## src/rtl/bg_scroll_scheduler.sv

```systemverilog
// bg_scroll_scheduler
// Frame-synchronous controller for the scrolling background renderer.
// Once per frame it advances a ground-layer scroll offset and a half-speed
// cloud-layer offset. It also steps a fade-in/fade-out FSM that drives the
// background enable and the colour intensity. Configuration writes go into
// pending registers and are copied to the active set only at frame start.
//
// Ports:
//   clk, rst       - system clock, asynchronous active-high reset
//   vsync          - raw vertical sync (asynchronous); rising edge = frame start
//   cfg_we         - register write strobe (one cycle)
//   cfg_addr       - register address (0 CTRL, 1 SPEED, 2 GROUND_SET, 3 STATUS)
//   cfg_wdata      - register write data
//   cfg_rdata      - combinational read data for cfg_addr
//   frame_tick     - one-cycle pulse per frame start
//   bg_en          - background enable to the pixel generator
//   fade_level     - colour intensity, 0 = black .. 3 = full
//   ground_x_off   - ground layer scroll offset, 0..H_RES-1
//   cloud_x_off    - cloud layer scroll offset, 0..H_RES-1
module bg_scroll_scheduler #(
    parameter int H_RES = 640
) (
    input  logic       clk,
    input  logic       rst,
    input  logic       vsync,
    input  logic       cfg_we,
    input  logic [1:0] cfg_addr,
    input  logic [7:0] cfg_wdata,
    output logic [7:0] cfg_rdata,
    output logic       frame_tick,
    output logic       bg_en,
    output logic [1:0] fade_level,
    output logic [9:0] ground_x_off,
    output logic [9:0] cloud_x_off
);

    localparam logic [9:0]  H_RES_W  = 10'(H_RES);
    localparam logic [10:0] H_RES2_W = 11'(2 * H_RES);

    typedef enum logic [1:0] {
        ST_OFF      = 2'd0,
        ST_FADE_IN  = 2'd1,
        ST_ON       = 2'd2,
        ST_FADE_OUT = 2'd3
    } fade_state_t;

    fade_state_t state;

    logic       vs_meta;
    logic       vs_sync;
    logic       vs_prev;
    logic [1:0] warm;
    logic       armed;

    logic [2:0] ctrl_pend;
    logic [7:0] speed_pend;
    logic [7:0] preset;
    logic       preset_flag;
    logic [2:0] ctrl_act;
    logic [7:0] speed_act;

    logic [3:0]  div_cnt;
    logic [3:0]  frame_cnt;
    logic [10:0] cloud_acc;

    logic [9:0]  ground_next;
    logic [10:0] cloud_next;
    logic [9:0]  step_g;
    logic [10:0] step_c;

    logic run_act;
    logic en_req_act;
    logic dir_act;

    assign run_act    = ctrl_act[0];
    assign en_req_act = ctrl_act[1];
    assign dir_act    = ctrl_act[2];

    // Synchronizer and edge detector. After reset the detector stays disarmed
    // until the synchronizer has refilled with real samples and has seen vsync
    // low, so a vsync that is already high at reset release cannot look like
    // a fresh rising edge.
    always_ff @(posedge clk or posedge rst) begin
        if (rst) begin
            vs_meta    <= 1'b0;
            vs_sync    <= 1'b0;
            vs_prev    <= 1'b0;
            warm       <= 2'b00;
            armed      <= 1'b0;
            frame_tick <= 1'b0;
        end else begin
            vs_meta    <= vsync;
            vs_sync    <= vs_meta;
            vs_prev    <= vs_sync;
            warm       <= {warm[0], 1'b1};
            armed      <= armed | (warm[1] & ~vs_sync);
            frame_tick <= vs_sync & ~vs_prev & armed;
        end
    end

    // Register file. Writes land in the pending copies; the active copies only
    // move at frame_tick, and they take the pending value from before the edge,
    // so a write in the tick cycle waits for the following frame.
    always_ff @(posedge clk or posedge rst) begin
        if (rst) begin
            ctrl_pend   <= 3'd0;
            speed_pend  <= 8'd0;
            preset      <= 8'd0;
            preset_flag <= 1'b0;
            ctrl_act    <= 3'd0;
            speed_act   <= 8'd0;
        end else begin
            if (cfg_we) begin
                case (cfg_addr)
                    2'd0:    ctrl_pend  <= cfg_wdata[2:0];
                    2'd1:    speed_pend <= cfg_wdata;
                    2'd2:    preset     <= cfg_wdata;
                    default: ;
                endcase
            end
            if (cfg_we && cfg_addr == 2'd2) begin
                preset_flag <= 1'b1;
            end else if (frame_tick) begin
                preset_flag <= 1'b0;
            end
            if (frame_tick) begin
                ctrl_act  <= ctrl_pend;
                speed_act <= speed_pend;
            end
        end
    end

    // Modular step arithmetic, kept at the register width: the wrap tests are
    // arranged so no intermediate ever needs an extra bit.
    always_comb begin
        step_g = {6'd0, speed_act[3:0]};
        step_c = {7'd0, speed_act[3:0]};
        if (!dir_act) begin
            if (ground_x_off >= H_RES_W - step_g)
                ground_next = ground_x_off + step_g - H_RES_W;
            else
                ground_next = ground_x_off + step_g;
            if (cloud_acc >= H_RES2_W - step_c)
                cloud_next = cloud_acc + step_c - H_RES2_W;
            else
                cloud_next = cloud_acc + step_c;
        end else begin
            if (ground_x_off < step_g)
                ground_next = ground_x_off + H_RES_W - step_g;
            else
                ground_next = ground_x_off - step_g;
            if (cloud_acc < step_c)
                cloud_next = cloud_acc + H_RES2_W - step_c;
            else
                cloud_next = cloud_acc - step_c;
        end
    end

    // Scroll offsets and frame divider. A pending preset wins over the step
    // for that tick. The divider only counts while running and restarts
    // whenever the divisor is about to change.
    always_ff @(posedge clk or posedge rst) begin
        if (rst) begin
            ground_x_off <= 10'd0;
            cloud_acc    <= 11'd0;
            div_cnt      <= 4'd0;
            frame_cnt    <= 4'd0;
        end else if (frame_tick) begin
            frame_cnt <= frame_cnt + 4'd1;
            if (preset_flag) begin
                ground_x_off <= {2'b00, preset};
                cloud_acc    <= {2'b00, preset, 1'b0};
            end else if (run_act && div_cnt == speed_act[7:4]) begin
                ground_x_off <= ground_next;
                cloud_acc    <= cloud_next;
            end
            if (speed_pend[7:4] != speed_act[7:4]) begin
                div_cnt <= 4'd0;
            end else if (run_act) begin
                if (div_cnt == speed_act[7:4])
                    div_cnt <= 4'd0;
                else
                    div_cnt <= div_cnt + 4'd1;
            end
        end
    end

    assign cloud_x_off = cloud_acc[10:1];

    // Fade sequencer. Leaving FADE_IN early keeps the current level, and the
    // level-0/1 check in FADE_OUT lets a fade that never got above 0 still
    // drop back to OFF on the next tick.
    always_ff @(posedge clk or posedge rst) begin
        if (rst) begin
            state      <= ST_OFF;
            fade_level <= 2'd0;
            bg_en      <= 1'b0;
        end else if (frame_tick) begin
            case (state)
                ST_OFF: begin
                    if (en_req_act) begin
                        state      <= ST_FADE_IN;
                        fade_level <= 2'd0;
                        bg_en      <= 1'b1;
                    end
                end
                ST_FADE_IN: begin
                    if (!en_req_act) begin
                        state <= ST_FADE_OUT;
                    end else if (fade_level >= 2'd2) begin
                        state      <= ST_ON;
                        fade_level <= 2'd3;
                    end else begin
                        fade_level <= fade_level + 2'd1;
                    end
                end
                ST_ON: begin
                    if (!en_req_act) begin
                        state <= ST_FADE_OUT;
                    end
                end
                ST_FADE_OUT: begin
                    if (en_req_act) begin
                        state <= ST_FADE_IN;
                    end else if (fade_level <= 2'd1) begin
                        state      <= ST_OFF;
                        fade_level <= 2'd0;
                        bg_en      <= 1'b0;
                    end else begin
                        fade_level <= fade_level - 2'd1;
                    end
                end
                default: begin
                    state      <= ST_OFF;
                    fade_level <= 2'd0;
                    bg_en      <= 1'b0;
                end
            endcase
        end
    end

    always_comb begin
        case (cfg_addr)
            2'd0:    cfg_rdata = {5'd0, ctrl_pend};
            2'd1:    cfg_rdata = speed_pend;
            2'd2:    cfg_rdata = preset;
            default: cfg_rdata = {state, fade_level, frame_cnt};
        endcase
    end

endmodule
```

## config.mk

```make
export PLATFORM = sky130hd
export DESIGN_NAME = bg_scroll_scheduler
export DESIGN_NICKNAME = d
export VERILOG_FILES = /design/src/rtl/bg_scroll_scheduler.sv
export SDC_FILE = /design/constraint.sdc
export NUM_CORES = 1
export LEC_CHECK = 0
export BUFFER_PORTS_ARGS = -buffer_cell sky130_fd_sc_hd__buf_2
export CAP_MARGIN = 20
export CELL_PAD_IN_SITES_DETAIL_PLACEMENT = 2
export CELL_PAD_IN_SITES_GLOBAL_PLACEMENT = 2
export CORE_MARGIN = 5
export CORE_UTILIZATION = 30
export DETAILED_ROUTE_END_ITERATION = 12
export MAX_ROUTING_LAYER = met4
export PLACE_DENSITY_LB_ADDON = 0.1
export SLEW_MARGIN = 20
export SYNTH_ARGS = -nofsm -noshare
export SYNTH_HDL_FRONTEND = slang
export SYNTH_SLANG_ARGS = --single-unit
```

## constraint.sdc

```tcl
create_clock -name clk -period 6 [get_ports clk]
set_clock_uncertainty 0.05 [all_clocks]
set_input_delay 0.3 -clock clk [delete_from_list [all_inputs] [get_ports clk]]
set_output_delay 0.3 -clock clk [all_outputs]
set_load 0.02 [all_outputs]
```

==> Word level (Yosys, flattened, before mapping) <==
Cells that the tools add are included.
{ "word_totals": {"register_bits": 72, "inputBits": 14, "output_inout_bits": 32, "word_cells": 111} }
{ "classes": {"n_addsub": 16, "n_lt_le_gt_ge": 6, "n_eq_ne": 14, "mux": 33, "bitwise_logic": 6, "reduce_logical": 17} }
{ "op_table": {"columns": ["op", "count"], "rows": [
  ["11-bit two-way mux", 5],
  ["10-bit two-way mux", 5],
  ["8-bit case mux with 3 select lines", 1],
  ["2-bit two-way mux", 11],
  ["11-bit by 4-bit subtractor with 11-bit output", 2],
  ["10-bit by 4-bit subtractor with 10-bit output", 2],
  ["5-bit AND reduction", 3],
  ["4-bit two-way mux", 3],
  ["11-bit adder (second input constant)", 1],
  ["11-bit by 4-bit adder with 11-bit output", 1],
  ["11-bit greater-or-equal comparator", 1],
  ["11-bit by 4-bit less-than comparator with 1-bit output", 1],
  ["11-bit subtractor (second input constant)", 1],
  ["11-bit by 4-bit subtractor with 11-bit output (first input constant)", 1],
  ["10-bit adder (second input constant)", 1],
  ["10-bit by 4-bit adder with 10-bit output", 1],
  ["10-bit greater-or-equal comparator", 1],
  ["10-bit by 4-bit less-than comparator with 1-bit output", 1],
  ["2-bit inequality test (second input constant)", 5],
  ["2-bit AND reduction", 5],
  ["10-bit subtractor (second input constant)", 1],
  ["10-bit by 4-bit subtractor with 10-bit output (first input constant)", 1],
  ["4-bit by 1-bit adder with 4-bit output (second input constant)", 2],
  ["2-bit case mux with 4 select lines", 1],
  ["other kinds (19)", 35]
]} }

==> Longest topological paths before layout <==
{ "depth": {"ltp_word": 6, "ltp_mapped": 13, "ltp_nobuf": 13} }

==> Least setup slack after synthesis <==
No wires, ideal clock.
{ "synth_timing": {"path_kind": "reg2reg", "startpoint": "reg speed_act[1]", "endpoint": "reg cloud_acc[8]", "arrival_time_ps": 2559, "t_required_ps": 5816, "path_slack_ps": 3257, "stages_incl_launch_ff": 13, "path_buffers": 0, "synth_period_minus_slack_ps": 2743, "path_cell_list": "dfrtp_1 -> inv_1 -> ha_1 -> nand3_1 -> inv_1 -> ha_1 -> a21o_1 -> a21oi_1 -> o21ai_0 -> a311oi_4 -> xor2_1 -> a222oi_1 -> o21ai_1"} }
{ "synth_via": {"elab_chain_cells": 6, "elab_cells_between_ends": 12, "cone_classes": "5 x add/sub; 2 x order compare; 5 x mux"} }
{ "synth_rtl": {"columns": ["item", "line", "source"], "rows": [
  ["start: declaration", "60", "logic [7:0] speed_act;"],
  ["start signal: assignment", "128", "speed_act <= speed_pend;"],
  ["11-bit by 4-bit adder with 11-bit output or 11-bit by 4-bit subtractor with 11-bit output (tied branches)", "144, 146, 143", null],
  ["11-bit subtractor or 11-bit greater-or-equal comparator (tied branches)", "144, 143", null],
  ["11-bit two-way mux", "143", "if (cloud_acc >= H_RES2_W - step_c)"],
  ["11-bit two-way mux (*)", "138", "if (!dir_act) begin"],
  ["11-bit two-way mux (*)", "173", "end else if (run_act && div_cnt == speed_act[7:4]) begin"],
  ["11-bit two-way mux (*)", "170", "if (preset_flag) begin"],
  ["end signal: assignment", "172", "cloud_acc <= {2'b00, preset, 1'b0};"],
  ["end signal: assignment", "175", "cloud_acc <= cloud_next;"],
  ["end: declaration", "64", "logic [10:0] cloud_acc;"]
]} }
Mark *: on every way between the ends. The rest lies on a longest branch, timed or not. The select of a mux whose other input is x is not followed.
A chain may end at the register's enable or synchronous reset.

==> Worst setup path after layout <==
Same ends and word-level chain as after synthesis.

==> flow_metrics.env <==
export IMPL_status="finished clean"
export IMPL_grt_use_total_pct=18.5
export IMPL_cts_resized=0
export IMPL_synthTopCellsByArea="dfrtp_1, ha_1, mux2_2"
export IMPL_fin_cells=976
export IMPL_first_pass_iters=5
export IMPL_critical_path_class="reg2reg"
export IMPL_num_rows=52
export IMPL_place_congestion=0.822
export IMPL_min_period_ns=3.58
export IMPL_setup_worst_path_start="speed_act[1]"
export IMPL_drt_iter0_markers=193
export IMPL_ff_latch_area_mm2=0.00180
export IMPL_num_vias=5163
export IMPL_post_cts_buffers=0
export IMPL_multi_input_area_mm2=0.00396
export IMPL_wl_per_cell_um=21.6
export IMPL_synth_largest_area_cell="dfrtp_1"
export IMPL_ios=46
export IMPL_post_route_period_util_pct=59.6
export IMPL_r2r_setup_slack_ns=2.42
export IMPL_hold_depth=1
export IMPL_overflow=0
export IMPL_portBuffers=45
export IMPL_fin_area_mm2=0.00697
export IMPL_setup_violations=0
export IMPL_arrival_ns=3.73
export IMPL_placed_cell_area_mm2=0.00664
export IMPL_ys_flop_type="dfrtp_1"
export IMPL_synth_edf_count=0
export IMPL_maxSlewViolCount=0
export IMPL_rr_worst_depth=12
export IMPL_async_flop_share_pct=100
export IMPL_powerDensity_mw_per_mm2=484
export IMPL_syn_area_mm2=0.00619
export IMPL_yosysSeqAreaShare_pct=29.1
export IMPL_synth_distinct_cells=71
export IMPL_synth_top_area_share_pct=29.1
export IMPL_relSlewSlack_pct=36.9
export IMPL_synth_seq_cells=72
export IMPL_hold_viol_final=0
export IMPL_antenna_found_initial=0
export IMPL_max_freq_mhz=279
export IMPL_peakVddDrop_mv=0.153
export IMPL_finalPower_mw=3.37
export IMPL_required_ns=6.15
export IMPL_h_tree_depth=3
export IMPL_grt_pass1_wl_mm=33.7
export IMPL_fp_dieH_um=154
export IMPL_syn2layout_area_growth_pct=12.5
export IMPL_fp_dieW_um=154
export IMPL_drive_gt1_share_pct=16.1
export IMPL_fin_nets=803
export IMPL_synth_net_count=768
export IMPL_ys_top_cells_by_count="ha_1, inv_1, dfrtp_1"
export IMPL_grt_pass1_vias=5733
export IMPL_rsz0062_at_grt="false"
export IMPL_cts_root_buffer="clkbuf_16"
export IMPL_clk_pin_slew_ns=0.07
export IMPL_cts_max_path_buffers=2
export IMPL_fp_dieArea_mm2=0.0236
export IMPL_detail_route_antenna_nets=0
export IMPL_utilization_pct=34.3
export IMPL_drcViolationCount=0
export IMPL_post_dp_hpwl_mm=16.3
export IMPL_fp_coreArea_mm2=0.0203
export IMPL_crit_path_end_kind="flip-flop"
export IMPL_antennaDiodeCount=0
export IMPL_finalSetupTns_ns=0
export IMPL_worstReg2RegEnd="cloud_acc[8]"
export IMPL_synth_avg_cell_area_um2=9.30
export IMPL_tightestPinTransition_ns=0.947
export IMPL_p_leak_nw=3.18
export IMPL_grt_max_degree=73
export IMPL_wirelength_mm=21.1
export IMPL_hold_buffers=0
export IMPL_initial_utilization_pct=30.5
export IMPL_dp_cells=960
export IMPL_clock_sinks=72
export IMPL_r2r_start="speed_act[1]"
export IMPL_min_to="vs_meta"
export IMPL_yosysWarnings=0
export IMPL_via_per_inst=5.29
export IMPL_hp_class="in2reg"
export IMPL_cts_buffers=9
export IMPL_startpoint_type="flip-flop"
export IMPL_final_fill_count=2289
export IMPL_path_max_fanout=7
export IMPL_cap_violations=0
export IMPL_synthCells=666
export IMPL_worstHoldStart="vsync"
export IMPL_clock_latency_ns=0.34
export IMPL_cts_tree="done"
export IMPL_yosysMostFrequentCell="ha_1"
layout make-up:
type | instances | share of cell area [%]
multi-input cells | 493 | 56.8
flip-flops and latches | 72 | 25.9
well taps | 270 | 4.85
inverters | 76 | 4.13
repair buffers | 49 | 3.72
clock buffers | 10 | 3.29
clock inverters | 6 | 1.33
cell usage in the layout (no fill, tap or decap), drive strengths merged, types with 5 or more instances in the layout:
master / count
nand2: 46
o21ai: 42
a21oi: 43
xor2: 9
a22o: 7
a211oi: 6
nor3b: 5
inv: 75
a22oi: 5
nand4: 9
nor3: 7
nand2b: 9
buf: 49
nor2: 32
nor2b: 9
o31ai: 7
dfrtp: 72
mux2: 33
fa: 10
a221o: 8
xnor2: 28
nand3b: 5
clkbuf: 10
o211ai: 6
ha: 78
nand3: 18
where the power goes:
group | internal (mW) | switching [mW]
combinational | 0.767 | 1.14
sequential | 0.607 | 0.249
clock | 0.367 | 0.242
metal layers:
| layer | vias to the layer above | share of wire (%) | GRT usage, % |
|---|---|---|---|
| li1 | 2427 | - | - |
| met1 | 2642 | 47 | 24.0 |
| met2 | 80 | 49 | 31.2 |
| met3 | 14 | 2.9 | 2.67 |
| met4 | 0 | 0.90 | 3.11 |
| met5 | - | 0 | - |
registers in the layout, summed over array words and instances, names as in the netlist, 3 cells and up:
signal and flops:
div_cnt 4, speed_pend 8, frame_cnt 4, ctrl_pend 3, cloud_acc 11, ctrl_act 3, preset 8, ground_x_off 10
speed_act 8
worst max path at each step:
stage	endpoint	slack, ns	depth (start not counted)
finish	cloud_acc[8]	2.42	12
global route	cloud_acc[8]	2.21	12
CTS	cloud_acc[8]	2.40	12
detailed placement	cloud_acc[8]	2.47	12
global placement	cloud_acc[8]	2.53	12
floorplan	cloud_acc[8]	3.26	12
metrics by stage:
step                worst slack [ns]  hold WS, ns
floorplan                       3.26        0.281
global placement                2.53        0.283
detailed placement              2.47        0.286
CTS                             2.40      0.00456
global route                    2.21      0.00438
finish                          2.42       0.0185
logic make-up after synthesis:
family	synth area share, %
adder cells (fa/ha/maj)	19.0
other	0.0606
XOR/XNOR	5.23
flip-flops	29.1
buffers and inverters	6.93
multiplexers	7.74
AND/OR/NAND/NOR	13.3
AO/OA/AOI/OAI	18.7
critical path: stages (launching register included):
cell      delay [ns]
dfrtp_1         0.49
inv_1           0.30
ha_1            0.26
nand3_1         0.16
inv_1           0.21
ha_1            0.29
a21o_1          0.17
a21oi_1         0.14
o21ai_0         0.29
a311oi_4        0.46
xor2_1          0.14
a222oi_1        0.33
o21ai_1         0.14
No activity file was read; power rests on OpenSTA's default activity.
